[config.mk]
export PLATFORM = sky130hd
export DESIGN_NAME = tcni_receiver
export DESIGN_NICKNAME = d
export VERILOG_FILES = /design/src/rtl/tcni_pkg.sv /design/src/rtl/tcni_cycle_counter.sv /design/src/rtl/tcni_receiver.sv
export SDC_FILE = /design/constraint.sdc
export NUM_CORES = 1
export LEC_CHECK = 0
export BUFFER_PORTS_ARGS = -buffer_cell sky130_fd_sc_hd__buf_2
export CAP_MARGIN = 5
export CELL_PAD_IN_SITES_DETAIL_PLACEMENT = 1
export CELL_PAD_IN_SITES_GLOBAL_PLACEMENT = 2
export CORE_MARGIN = 2
export CORE_UTILIZATION = 35
export DETAILED_ROUTE_END_ITERATION = 10
export GPL_ROUTABILITY_DRIVEN = 1
export PLACE_DENSITY_LB_ADDON = 0.1
export SYNTH_ARGS = -nofsm -noshare
export SYNTH_HDL_FRONTEND = slang
export SYNTH_SLANG_ARGS = --single-unit
[constraint.sdc]
create_clock -name clock_in -period 7.75 [get_ports clock_in]
set_clock_uncertainty 0.05 [all_clocks]
set_input_delay 1.55 -clock clock_in [delete_from_list [all_inputs] [get_ports clock_in]]
set_output_delay 1.55 -clock clock_in [all_outputs]
set_load 0.02 [all_outputs]
[src/rtl/tcni_pkg.sv]
// Shared TCNI definitions: receiver state codes and header field layout.
package tcni_pkg;

   // Receiver state; the numeric value is what software reads on status.
   typedef enum logic [2:0] {
      TCNI_RECV_IDLE  = 3'd0,
      TCNI_RECV_WAIT  = 3'd1,
      TCNI_RECV_RECV  = 3'd2,
      TCNI_RECV_DONE  = 3'd3,
      TCNI_RECV_DROP  = 3'd4,
      TCNI_RECV_ERROR = 3'd5
   } tcni_recv_state;

   // Payload length field inside the header flit.
   localparam int HDR_LEN_OFFSET = 0;
   localparam int HDR_LEN_WIDTH  = 16;

endpackage

[src/rtl/tcni_cycle_counter.sv]
// Free-running cycle counter shared by the TCNI sender and receiver.
module tcni_cycle_counter #(
   parameter int width = 32
) (
   input  logic             clock_in,
   input  logic             reset_in,
   output logic [width-1:0] count
);

   localparam logic [width-1:0] LP_ONE = 1;

   logic [width-1:0] r_count;

   // Count every cycle from zero; wraps naturally at 2^width.
   always_ff @(posedge clock_in or negedge reset_in) begin
      if (!reset_in) r_count <= '0;
      else           r_count <= r_count + LP_ONE;
   end

   assign count = r_count;

endmodule

[src/rtl/tcni_receiver.sv]
// TCNI receive endpoint: accepts one packet at a time from the flit stream,
// writes its payload to a software-chosen word buffer and reports status.
module tcni_receiver
   import tcni_pkg::*;
#(
   parameter int MEMORY_BUS_WIDTH  = 32,
   parameter int MAX_PAYLOAD_FLITS = 64
) (
   input  logic                          clock_in,
   input  logic                          reset_in,
   input  logic [MEMORY_BUS_WIDTH-1:0]   rx_data_in,
   input  logic                          rx_valid_in,
   output logic                          rx_ready_out,
   output logic [MEMORY_BUS_WIDTH-1:0]   addr_out,
   output logic [MEMORY_BUS_WIDTH-1:0]   data_out,
   output logic [3:0]                    wb_out,
   input  logic [MEMORY_BUS_WIDTH-1:2]   recv_location_in,
   input  logic                          recv_enable_in,
   input  logic                          recv_ack_in,
   output logic [2:0]                    status,
   output logic [MEMORY_BUS_WIDTH-1:0]   arrival_time_out,
   output logic [15:0]                   recv_size_out
);

   localparam int AW = MEMORY_BUS_WIDTH - 2;
   localparam logic [HDR_LEN_WIDTH-1:0] LP_MAX_LEN = HDR_LEN_WIDTH'(MAX_PAYLOAD_FLITS);
   localparam logic [HDR_LEN_WIDTH-1:0] LP_LEN_ONE = 1;
   localparam logic [AW-1:0]            LP_IDX_ONE = 1;

   tcni_recv_state              r_state;
   logic [AW-1:0]               r_idx;
   logic [HDR_LEN_WIDTH-1:0]    r_remaining;
   logic [MEMORY_BUS_WIDTH-1:0] r_addr;
   logic [MEMORY_BUS_WIDTH-1:0] r_data;
   logic [3:0]                  r_wb;
   logic [MEMORY_BUS_WIDTH-1:0] r_arrival;
   logic [15:0]                 r_size;

   logic [MEMORY_BUS_WIDTH-1:0] w_count;
   logic                        w_xfer;
   logic [HDR_LEN_WIDTH-1:0]    w_hdr_len;
   logic [AW-1:0]               w_word_addr;

   tcni_cycle_counter #(
      .width(MEMORY_BUS_WIDTH)
   ) u_cycle_counter (
      .clock_in(clock_in),
      .reset_in(reset_in),
      .count   (w_count)
   );

   assign rx_ready_out = (r_state == TCNI_RECV_WAIT) ||
                         (r_state == TCNI_RECV_RECV) ||
                         (r_state == TCNI_RECV_DROP);
   assign w_xfer       = rx_valid_in && rx_ready_out;
   assign w_hdr_len    = rx_data_in[HDR_LEN_OFFSET +: HDR_LEN_WIDTH];
   // Word address wraps modulo 2^AW; the carry out is intentionally dropped.
   assign w_word_addr  = recv_location_in + r_idx;

   // Packet FSM with header capture and payload index/remaining bookkeeping.
   always_ff @(posedge clock_in or negedge reset_in) begin
      if (!reset_in) begin
         r_state     <= TCNI_RECV_IDLE;
         r_idx       <= '0;
         r_remaining <= '0;
         r_arrival   <= '0;
         r_size      <= '0;
      end else begin
         case (r_state)
            TCNI_RECV_IDLE: begin
               if (recv_enable_in) r_state <= TCNI_RECV_WAIT;
            end
            TCNI_RECV_WAIT: begin
               if (w_xfer) begin
                  r_arrival   <= w_count;
                  r_size      <= w_hdr_len;
                  r_idx       <= '0;
                  r_remaining <= w_hdr_len;
                  if (w_hdr_len == '0)            r_state <= TCNI_RECV_DONE;
                  else if (w_hdr_len > LP_MAX_LEN) r_state <= TCNI_RECV_DROP;
                  else                             r_state <= TCNI_RECV_RECV;
               end else if (!recv_enable_in) begin
                  r_state <= TCNI_RECV_IDLE;
               end
            end
            TCNI_RECV_RECV: begin
               if (w_xfer) begin
                  r_idx       <= r_idx + LP_IDX_ONE;
                  r_remaining <= r_remaining - LP_LEN_ONE;
                  if (r_remaining == LP_LEN_ONE) r_state <= TCNI_RECV_DONE;
               end
            end
            TCNI_RECV_DROP: begin
               if (w_xfer) begin
                  r_remaining <= r_remaining - LP_LEN_ONE;
                  if (r_remaining == LP_LEN_ONE) r_state <= TCNI_RECV_ERROR;
               end
            end
            TCNI_RECV_DONE, TCNI_RECV_ERROR: begin
               if (recv_ack_in)
                  r_state <= recv_enable_in ? TCNI_RECV_WAIT : TCNI_RECV_IDLE;
            end
            default: r_state <= TCNI_RECV_IDLE;
         endcase
      end
   end

   // Registered memory write port: one write cycle per accepted payload flit.
   always_ff @(posedge clock_in or negedge reset_in) begin
      if (!reset_in) begin
         r_addr <= '0;
         r_data <= '0;
         r_wb   <= 4'b0000;
      end else if (w_xfer && (r_state == TCNI_RECV_RECV)) begin
         r_addr <= {w_word_addr, 2'b00};
         r_data <= rx_data_in;
         r_wb   <= 4'b1111;
      end else begin
         r_wb   <= 4'b0000;
      end
   end

   assign addr_out         = r_addr;
   assign data_out         = r_data;
   assign wb_out           = r_wb;
   assign status           = r_state;
   assign arrival_time_out = r_arrival;
   assign recv_size_out    = r_size;

endmodule

==> results.txt, run 1 <==
----------------------------------------------------
[Synthesis]
  Cell taking the most area after synthesis ... sky130_fd_sc_hd__dfrtp_1
  Cell with the most instances after synthesis ... sky130_fd_sc_hd__nand2_1
  Post-synthesis register bit count ... 192
  Post-synth top cells ... 332 x sky130_fd_sc_hd__nand2_1, 192 x sky130_fd_sc_hd__dfrtp_1, 68 x sky130_fd_sc_hd__o21ai_0, 57 x sky130_fd_sc_hd__nor2_1, 54 x sky130_fd_sc_hd__a21oi_1
  Distinct cell type count after synthesis ... 65
  Cell count after synthesis ... between 1000 and 1500
  Fraction of the yosys area taken by sequential cells ... 49.3%
  Total of warnings raised by yosys ... 0
  Count of flip-flops with a built-in enable after synthesis ... 0
  Mean instance size in the synthesized netlist ... between 8 and 9 um2
  Top cells by area, synth ... sky130_fd_sc_hd__dfrtp_1 49%, sky130_fd_sc_hd__nand2_1 13%, sky130_fd_sc_hd__ha_1 4.2%, sky130_fd_sc_hd__xor2_1 3.7%, sky130_fd_sc_hd__xnor2_1 3.5%
  Share of the synthesized area in the top cell type ... 49.3%
  FFs w/ async S/R, synth ... between 90% and 100%
  Predominant post-synthesis flop cell ... sky130_fd_sc_hd__dfrtp_1
  Syn Std Cell Area ... ~9700 um2

[Pwr]
  Portion of total power attributed to sequential cells ... a little under 40%
  Portion of total power attributed to combinational logic ... roughly a third
  Leak ... 5.93 nW
  Net switching power figure ... between 1 and 1.5 mW
  Internal Pwr Total ... 2.15 mW
  Worst vdd rail ir drop ... between 100 and 150 uV
  Power density normalized to cell area ... 314 nW/um2
  Power share of the clock group ... between 20% and 30%
  Switching share of power ... between 40% and 50%

[Clock network]
  Number of buffers inserted during clock tree synthesis ... 17
  Clock buffer depth ... 2
  Clk_lat worst skew ... 0.44 ns
  Clock Pin Slew Worst Setup and Hold Paths ... 0.08 ns
  Clock tree root driver cell ... sky130_fd_sc_hd__clkbuf_16
  Setup Fix Bufs, Post-CTS ... 0
  Clock tree from TritonCTS ... built
  Number of resized instances in the post-cts repair step ... 0
  H-tree levels ... 4
  Sink count of the clock tree ... ~190
  Cts hold-fix bufs ... 0

[Route]
  Remaining antenna violation count after routing ... 0
  Number of vias after detailed routing ... between 8000 and 9000
  Average wire per cell in the routed design ... ~16 um
  Iteration count of the initial detailed-routing pass ... 4
  Detailed router's first-iteration violation count ... around 310
  Total length of routed wires ... 27.1 mm
  Remaining DRCs ... 0
  Via/cell ratio ... between 4 and 5

[Setup path]
  Data required time of the worst path ... a little over 8 ns
  Largest stage delay on the critical path ... 0.81 ns
  CP max stage cell ... sky130_fd_sc_hd__inv_1
  Combined buffer and inverter count along the critical path ... 3
  Cell repeated most along the worst path ... sky130_fd_sc_hd__nand2_1
  Cell type group with the largest total delay on the critical path ... buffers and inverters
  Maximum fanout along the worst path ... around 90
  Worst EP arrival ... just under 4 ns
  Worst setup path category ... input port to flop
  Cell-by-cell listing of the critical path ... buf_2 -> nor2b_1 -> nand2b_4 -> inv_1 -> buf_4 -> nand2_1 -> nand2_1
  Endpoint type of the worst setup path ... flop
  Startpoint type of the worst setup path ... input port

[Timing]
  Final critical-path required period ... between 3 and 4 ns
  Final hold viol count ... 0
  Share of the cycle needed by the critical path after routing ... 46.7%
  Slew of the pin with the lowest slew margin ... between 0.9 and 1 ns
  Fmax achieved ... ~280 MHz
  Unrepaired setup endpoints after global routing ... no
  Final count of negative-setup-slack endpoints ... 0
  Max Transition Viols Final ... 0
  Tightest slew margin relative to the limit ... around 36%
  Total negative slack ... 0 ns

[Floorplanning]
  Total number of placement rows ... 61
  Height of the chip ... ~170 um
  Starting utilization of the core area ... 35.3%
  Horizontal die dimension ... roughly 170 um
  Area of the placeable core ... 27600 um2
  Die area ... between 20000 and 30000 um2
  Ports ... between 150 and 200

[Global routing]
  Initial antenna violation count ... 3
  Wire length of the first global-routing pass ... between 40 and 50 mm
  Number of global-route vias before repair ... between 8000 and 9000
  Global-route congestion overflow total ... 0
  Maximum number of pins on one net before global-route repair ... about 100
  Overall global routing resource usage ... around a fifth

[Layout]
  Area added between synthesis and finish ... 19.2%
  Area of combinational cells with multiple inputs ... 4660 um2
  Share of post-route cells with drive strength above 1 ... a little under a fifth
  Post-route design area ... between 10000 and 15000 um2
  Sequential cell area ... just under 5000 um2
  Final Net Count ... 1361
  Fillcell total ... about 3300

[Outcome]
  Result of the run ... finished clean

[Placed design]
  Count of buffers from port buffering ... 184
  Placer's final routability congestion estimate ... between 0.8 and 0.9
  Post-Place Cell Area ... between 10000 and 15000 um2
  DPL Wire Length ... 19.2 mm

[Worst hold path]
  Path type of the worst min-delay path ... flop to flop

[Flow run]
  Max-Cap Viols ... 0

----------------------------------------------------
-- stage by stage --
step / util (%) / std cells / worst slack (ns) / total power [mW] / hold WS (ns)
3_5_place_dp: 39.9 / 1619 / 3.55 / 2.77 / 0.407
3_3_place_gp: 39.9 / 1619 / 3.61 / 2.75 / 0.404
4_1_cts: 42.1 / 1651 / 4.02 / 3.72 / 0.430
2_1_floorplan: - / 1106 / 4.12 / 2.29 / 0.395
5_1_grt: 42.1 / 1652 / 3.82 / 3.92 / 0.450
6_report: 42.1 / 1653 / 4.13 / 3.64 / 0.420
-- logic make-up (layout without fill, tap and decap cells) --
family | count (synthesis) | after routing | synth area share (%)
and+or+nand+nor | 530 | 530 | 24.0
DFF | 192 | 192 | 49.3
AOI/OAI and AO/OA | 191 | 191 | 11.6
xor gates and xnor gates | 80 | 80 | 7.19
buffers and inverters | 73 | 240 | 3.02
adders and majority gates | 35 | 35 | 4.55
muxes | 3 | 3 | 0.321
other | 1 | 4 | 0.0385
-- layer usage --
| metal | wire length, um | GRT usage (%) | vias to the layer above |
|---|---|---|---|
| met5 | 7 | 0 | - |
| met4 | 302 | 4.31 | 2 |
| met3 | 978 | 3.70 | 18 |
| met2 | 12800 | 32.1 | 114 |
| met1 | 13000 | 26.0 | 3931 |
| li1 | - | - | 4045 |
-- worst min-delay path, cell delays in order, from the launching register on --
cell,delay [ns]
sky130_fd_sc_hd__dfrtp_1,0.34
sky130_fd_sc_hd__nand2_1,0.05
sky130_fd_sc_hd__nand2_1,0.05
-- cells in the final DEF (no fill, tap or decap), drive strengths merged, types with 2 or more instances in the layout --
master,instances
and3,20
o21ai,74
or3,10
nor2,58
xor2,41
or2,2
a21oi,54
a41oi,2
nand3,37
nand2b,8
conb,2
o22ai,6
a21boi,4
nor4,6
o21a,5
nor3,16
o21bai,2
a31oi,5
a22oi,5
xnor2,39
a211oi,2
a21o,14
o211ai,2
nor2b,3
nand2,332
or4,3
inv,23
buf,190
and4,9
dfrtp,192
clkbuf,18
ha,33
clkinv,8
diode,2
and2,4
nand4,17
a221o,3
mux2i,2
-- path summary, 6_finish.rpt --
| check | startpoint | endpoint | slack (ns) | cells after the start |
|---|---|---|---|---|
| max in group asynchronous | reset_in | r_remaining[10] | 5.28 | 2 |
| worst max-delay path | rx_valid_in | data_out[0] | 4.13 | 7 |
| worst min register to register | data_out[26] | data_out[26] | 0.42 | 2 |
| min in group asynchronous | reset_in | addr_out[13] | 1.16 | 1 |
| worst max register to register | status[0] | data_out[0] | 4.83 | 6 |
| worst min-delay path | data_out[26] | data_out[26] | 0.42 | 2 |
-- final cells by class --
| type | instances | area share (%) |
|---|---|---|
| well taps | 378 | 4.08 |
| flip-flops and latches | 192 | 41.4 |
| inverters | 17 | 0.550 |
| clock buffers | 17 | 3.67 |
| multi-input cells | 841 | 40.2 |
| repair buffers | 191 | 8.46 |
| clock inverters | 15 | 1.63 |
| diodes | 2 | 0.0431 |
-- power by group through the flow --
stage | Sequential (mW) | Clock, mW | Combinational (mW)
after floorplan | 1.69 | 0 | 0.599
after global placement | 1.47 | 0 | 1.28
after detailed placement | 1.48 | 0 | 1.30
after CTS | 1.46 | 0.961 | 1.30
after global routing | 1.49 | 0.994 | 1.43
final | 1.45 | 0.925 | 1.27
-- registers in the layout, indices dropped and copies added, names as in the netlist, 3 cells and up --
name,flops
arrival_time_out,32
recv_size_out,16
u_cycle_counter.count,32
r_remaining,16
addr_out,30
r_idx,30
status,3
data_out,32
(Power assumes the default switching activity.)
==> run 2: changes to the inputs <==
--- a/config.mk
+++ b/config.mk
@@ -5,12 +5,13 @@
 export SDC_FILE = /design/constraint.sdc
 export NUM_CORES = 1
 export LEC_CHECK = 0
+export ABC_AREA = 1
 export BUFFER_PORTS_ARGS = -buffer_cell sky130_fd_sc_hd__buf_2
 export CAP_MARGIN = 5
 export CELL_PAD_IN_SITES_DETAIL_PLACEMENT = 1
 export CELL_PAD_IN_SITES_GLOBAL_PLACEMENT = 2
 export CORE_MARGIN = 2
-export CORE_UTILIZATION = 35
+export CORE_UTILIZATION = 32
 export DETAILED_ROUTE_END_ITERATION = 10
 export GPL_ROUTABILITY_DRIVEN = 1
 export PLACE_DENSITY_LB_ADDON = 0.1
==> constraint.sdc (replaced) <==
create_clock -name clock_in -period 3.4 [get_ports clock_in]
set_clock_uncertainty 0.05 [all_clocks]
set_input_delay 0.68 -clock clock_in [delete_from_list [all_inputs] [get_ports clock_in]]
set_output_delay 0.68 -clock clock_in [all_outputs]
set_load 0.02 [all_outputs]
==> run 2 against run 1 <==
Die area grew 23%. Sequential cell count unchanged. Critical path depth shrank 1. Power up 82%. Design area rose by 12%. Global-route usage grew 1.8 points. Sequential power up 90%. Register-to-register slack got worse by 3.8 ns. Cell count rose by 30%. Sequential share of layout area is 4.6 points lower. Via count increased by 25%. Largest power group unchanged.
==> results.txt, run 2 <==
----------------------------------------------------
[Pwr]
  Portion of total power attributed to sequential cells ... about two fifths
  Net switching power figure ... ~2.5 mW
  Internal Pwr Total ... roughly 4.1 mW
  Power density normalized to cell area ... between 500 and 600 nW/um2
  Switching share of power ... 38.0%
  Power share of the clock group ... 31.8%
  Worst vdd rail ir drop ... ~370 uV
  Portion of total power attributed to combinational logic ... between 20% and 30%
  Leak ... roughly 6.9 nW

[Clock network]
  Clock tree root driver cell ... sky130_fd_sc_hd__clkbuf_16
  Clock Pin Slew Worst Setup and Hold Paths ... roughly 0.09 ns
  Clk_lat worst skew ... roughly 0.47 ns
  H-tree levels ... 4
  Setup Fix Bufs, Post-CTS ... 0
  Clock buffer depth ... 2
  Cts hold-fix bufs ... 0
  Sink count of the clock tree ... 192
  Clock tree from TritonCTS ... built
  Number of buffers inserted during clock tree synthesis ... 17
  Number of resized instances in the post-cts repair step ... 0

[Setup path]
  Start of the worst register-to-register path ... status[2]
  Cell type group with the largest total delay on the critical path ... simple AND/OR/NAND/NOR gates
  Startpoint type of the worst setup path ... flop
  Endpoint type of the worst setup path ... output pin
  Cell-by-cell listing of the critical path ... nor2_1 -> nand2_2 -> nand2_4 -> inv_2 -> nand2_1 -> buf_2
  Worst EP arrival ... around 2 ns
  R2R setup slack ... roughly 1.0 ns
  Largest stage delay on the critical path ... 0.46 ns
  Data required time of the worst path ... about 2.7 ns
  Worst setup path category ... flop to output pin
  CP max stage cell ... sky130_fd_sc_hd__dfrtp_1
  Critical R2R Capture ... r_remaining[8]
  Depth of the worst register-to-register path ... 9
  Maximum fanout along the worst path ... 25
  Combined buffer and inverter count along the critical path ... 2

[Timing]
  Total negative slack ... 0 ns
  Final count of negative-setup-slack endpoints ... 0
  Max Transition Viols Final ... 0
  Final hold viol count ... 0
  Fmax achieved ... 366 MHz
  Share of the cycle needed by the critical path after routing ... between 80 and 90%
  Final critical-path required period ... between 2 and 3 ns
  Slew of the pin with the lowest slew margin ... between 0.6 and 0.7 ns
  Unrepaired setup endpoints after global routing ... no
  Worst-case hold slack ... roughly 0.12 ns
  Tightest slew margin relative to the limit ... 56.2%

[Synthesis]
  Distinct cell type count after synthesis ... 42
  Mean instance size in the synthesized netlist ... 7.29 um2
  Predominant post-synthesis flop cell ... sky130_fd_sc_hd__dfrtp_1
  Cell count after synthesis ... roughly 1500
  Cell with the most instances after synthesis ... sky130_fd_sc_hd__nand2_1
  FFs w/ async S/R, synth ... 100%
  Cell taking the most area after synthesis ... sky130_fd_sc_hd__dfrtp_1
  Top cells by area, synth ... sky130_fd_sc_hd__dfrtp_1 44%, sky130_fd_sc_hd__nand2_1 18%, sky130_fd_sc_hd__inv_1 6.7%, sky130_fd_sc_hd__o21ai_0 4.9%, sky130_fd_sc_hd__nand3_1 3.9%
  Fraction of the yosys area taken by sequential cells ... 43.7%
  Count of flip-flops with a built-in enable after synthesis ... 0
  Syn Std Cell Area ... approximately 11000 um2
  Total of warnings raised by yosys ... 0
  Post-synth top cells ... 520 x sky130_fd_sc_hd__nand2_1, 195 x sky130_fd_sc_hd__inv_1, 192 x sky130_fd_sc_hd__dfrtp_1, 111 x sky130_fd_sc_hd__nor2_1, 107 x sky130_fd_sc_hd__o21ai_0
  Post-synthesis register bit count ... about 190
  Share of the synthesized area in the top cell type ... 43.7%

[Route]
  Iteration count of the initial detailed-routing pass ... 5
  Remaining antenna violation count after routing ... 0
  Remaining DRCs ... 0
  Total length of routed wires ... around 36 mm
  Via/cell ratio ... ~4.7
  Detailed router's first-iteration violation count ... between 400 and 500
  Average wire per cell in the routed design ... 17.0 um
  Number of vias after detailed routing ... 10200

[Layout]
  Most common cell after layout, fill and taps aside ... sky130_fd_sc_hd__nand2_1
  Fillcell total ... between 4000 and 5000
  Final Net Count ... between 1500 and 2000
  Number of antenna repair diodes ... 0
  Post-layout util ... between 30% and 40%
  Leading cell types in the layout, fill and taps excluded ... 520 x sky130_fd_sc_hd__nand2_1, 195 x sky130_fd_sc_hd__inv_1, 192 x sky130_fd_sc_hd__dfrtp_1, 183 x sky130_fd_sc_hd__buf_2, 110 x sky130_fd_sc_hd__nor2_1
  Share of post-route cells with drive strength above 1 ... around 15%
  Area of combinational cells with multiple inputs ... around 5300 um2
  Sequential cell area ... 4800 um2
  Area added between synthesis and finish ... 18.6%

[Floorplanning]
  Total number of placement rows ... 67
  Height of the chip ... roughly 190 um
  Area of the placeable core ... approximately 34000 um2
  Starting utilization of the core area ... 32.6%
  Ports ... approximately 190
  Horizontal die dimension ... 189 um
  Die area ... ~36000 um2

[Flow run]
  Max-Cap Viols ... 0

[Global routing]
  Global-route congestion overflow total ... 0
  Overall global routing resource usage ... 21.0%
  Wire length of the first global-routing pass ... roughly 59 mm
  Number of global-route vias before repair ... around 11000
  Maximum number of pins on one net before global-route repair ... 91
  Initial antenna violation count ... 1

[Worst hold path]
  Path type of the worst min-delay path ... input port to asynchronous set/reset pin

[Placed design]
  Count of buffers from port buffering ... roughly 180
  DPL Wire Length ... between 20 and 30 mm
  Placer's final routability congestion estimate ... about 0.85

[Outcome]
  Result of the run ... finished clean

----------------------------------------------------
## run 2: routing by layer
layer / share of wire (%) / vias up / routed length [um] / track usage [%]
li1: - / 5130 / - / -
met1: 46 / 4853 / 16800 / 27.3
met2: 47 / 150 / 17100 / 35.0
met3: 4.8 / 38 / 1740 / 5.02
met4: 1.8 / 2 / 664 / 5.90
met5: 0.036 / - / 13 / 0
## run 2: worst max-delay path by stage
stage | startpoint | to | depth (start not counted)
after global placement | recv_location_in[2] | addr_out[26] | 14
after CTS | status[0] | rx_ready_out | 6
after detailed placement | recv_location_in[2] | addr_out[26] | 14
final | status[0] | rx_ready_out | 6
after floorplan | recv_location_in[2] | addr_out[30] | 13
after global routing | status[0] | rx_ready_out | 6
## run 2: cell families after synthesis
logic type / count (synthesis) / share of synthesized area (%)
compound gates: 178 / 8.67
xor+xnor: 46 / 3.66
fa+ha+maj: 34 / 3.94
buf+inv: 239 / 8.52
flops: 192 / 43.7
other cells: 1 / 0.0341
simple gates: 817 / 31.5
## run 2: cell type report
class	count	area share, %
clock buffer	17	3.26
clock inverter	15	1.48
inverter	201	5.79
multi-input combinational	1077	40.4
sequential	192	36.8
tap	448	4.30
timing repair buffer	192	7.97
## run 2: per-stage QoR
stage / power (mW) / cell area (um2) / setup slack, ns / instances
6_report: 6.63 / 13000 / 0.667 / 2142
5_1_grt: 7.09 / 13000 / 0.450 / 2142
4_1_cts: 6.77 / 13000 / 0.590 / 2142
3_5_place_dp: 4.60 / 12400 / 0.722 / 2110
3_3_place_gp: 4.56 / 12400 / 0.793 / 2110
2_1_floorplan: 3.94 / 11000 / 1.24 / 1508
## run 2: power by group through the flow
stage                     Sequential [mW]  Combinational (mW)  Clock, mW
after detailed placement             2.80                1.80          0
final                                2.75                1.77       2.11
after global routing                 2.80                2.03       2.26
after global placement               2.79                1.77          0
after CTS                            2.76                1.81       2.20
after floorplan                      2.98               0.960          0
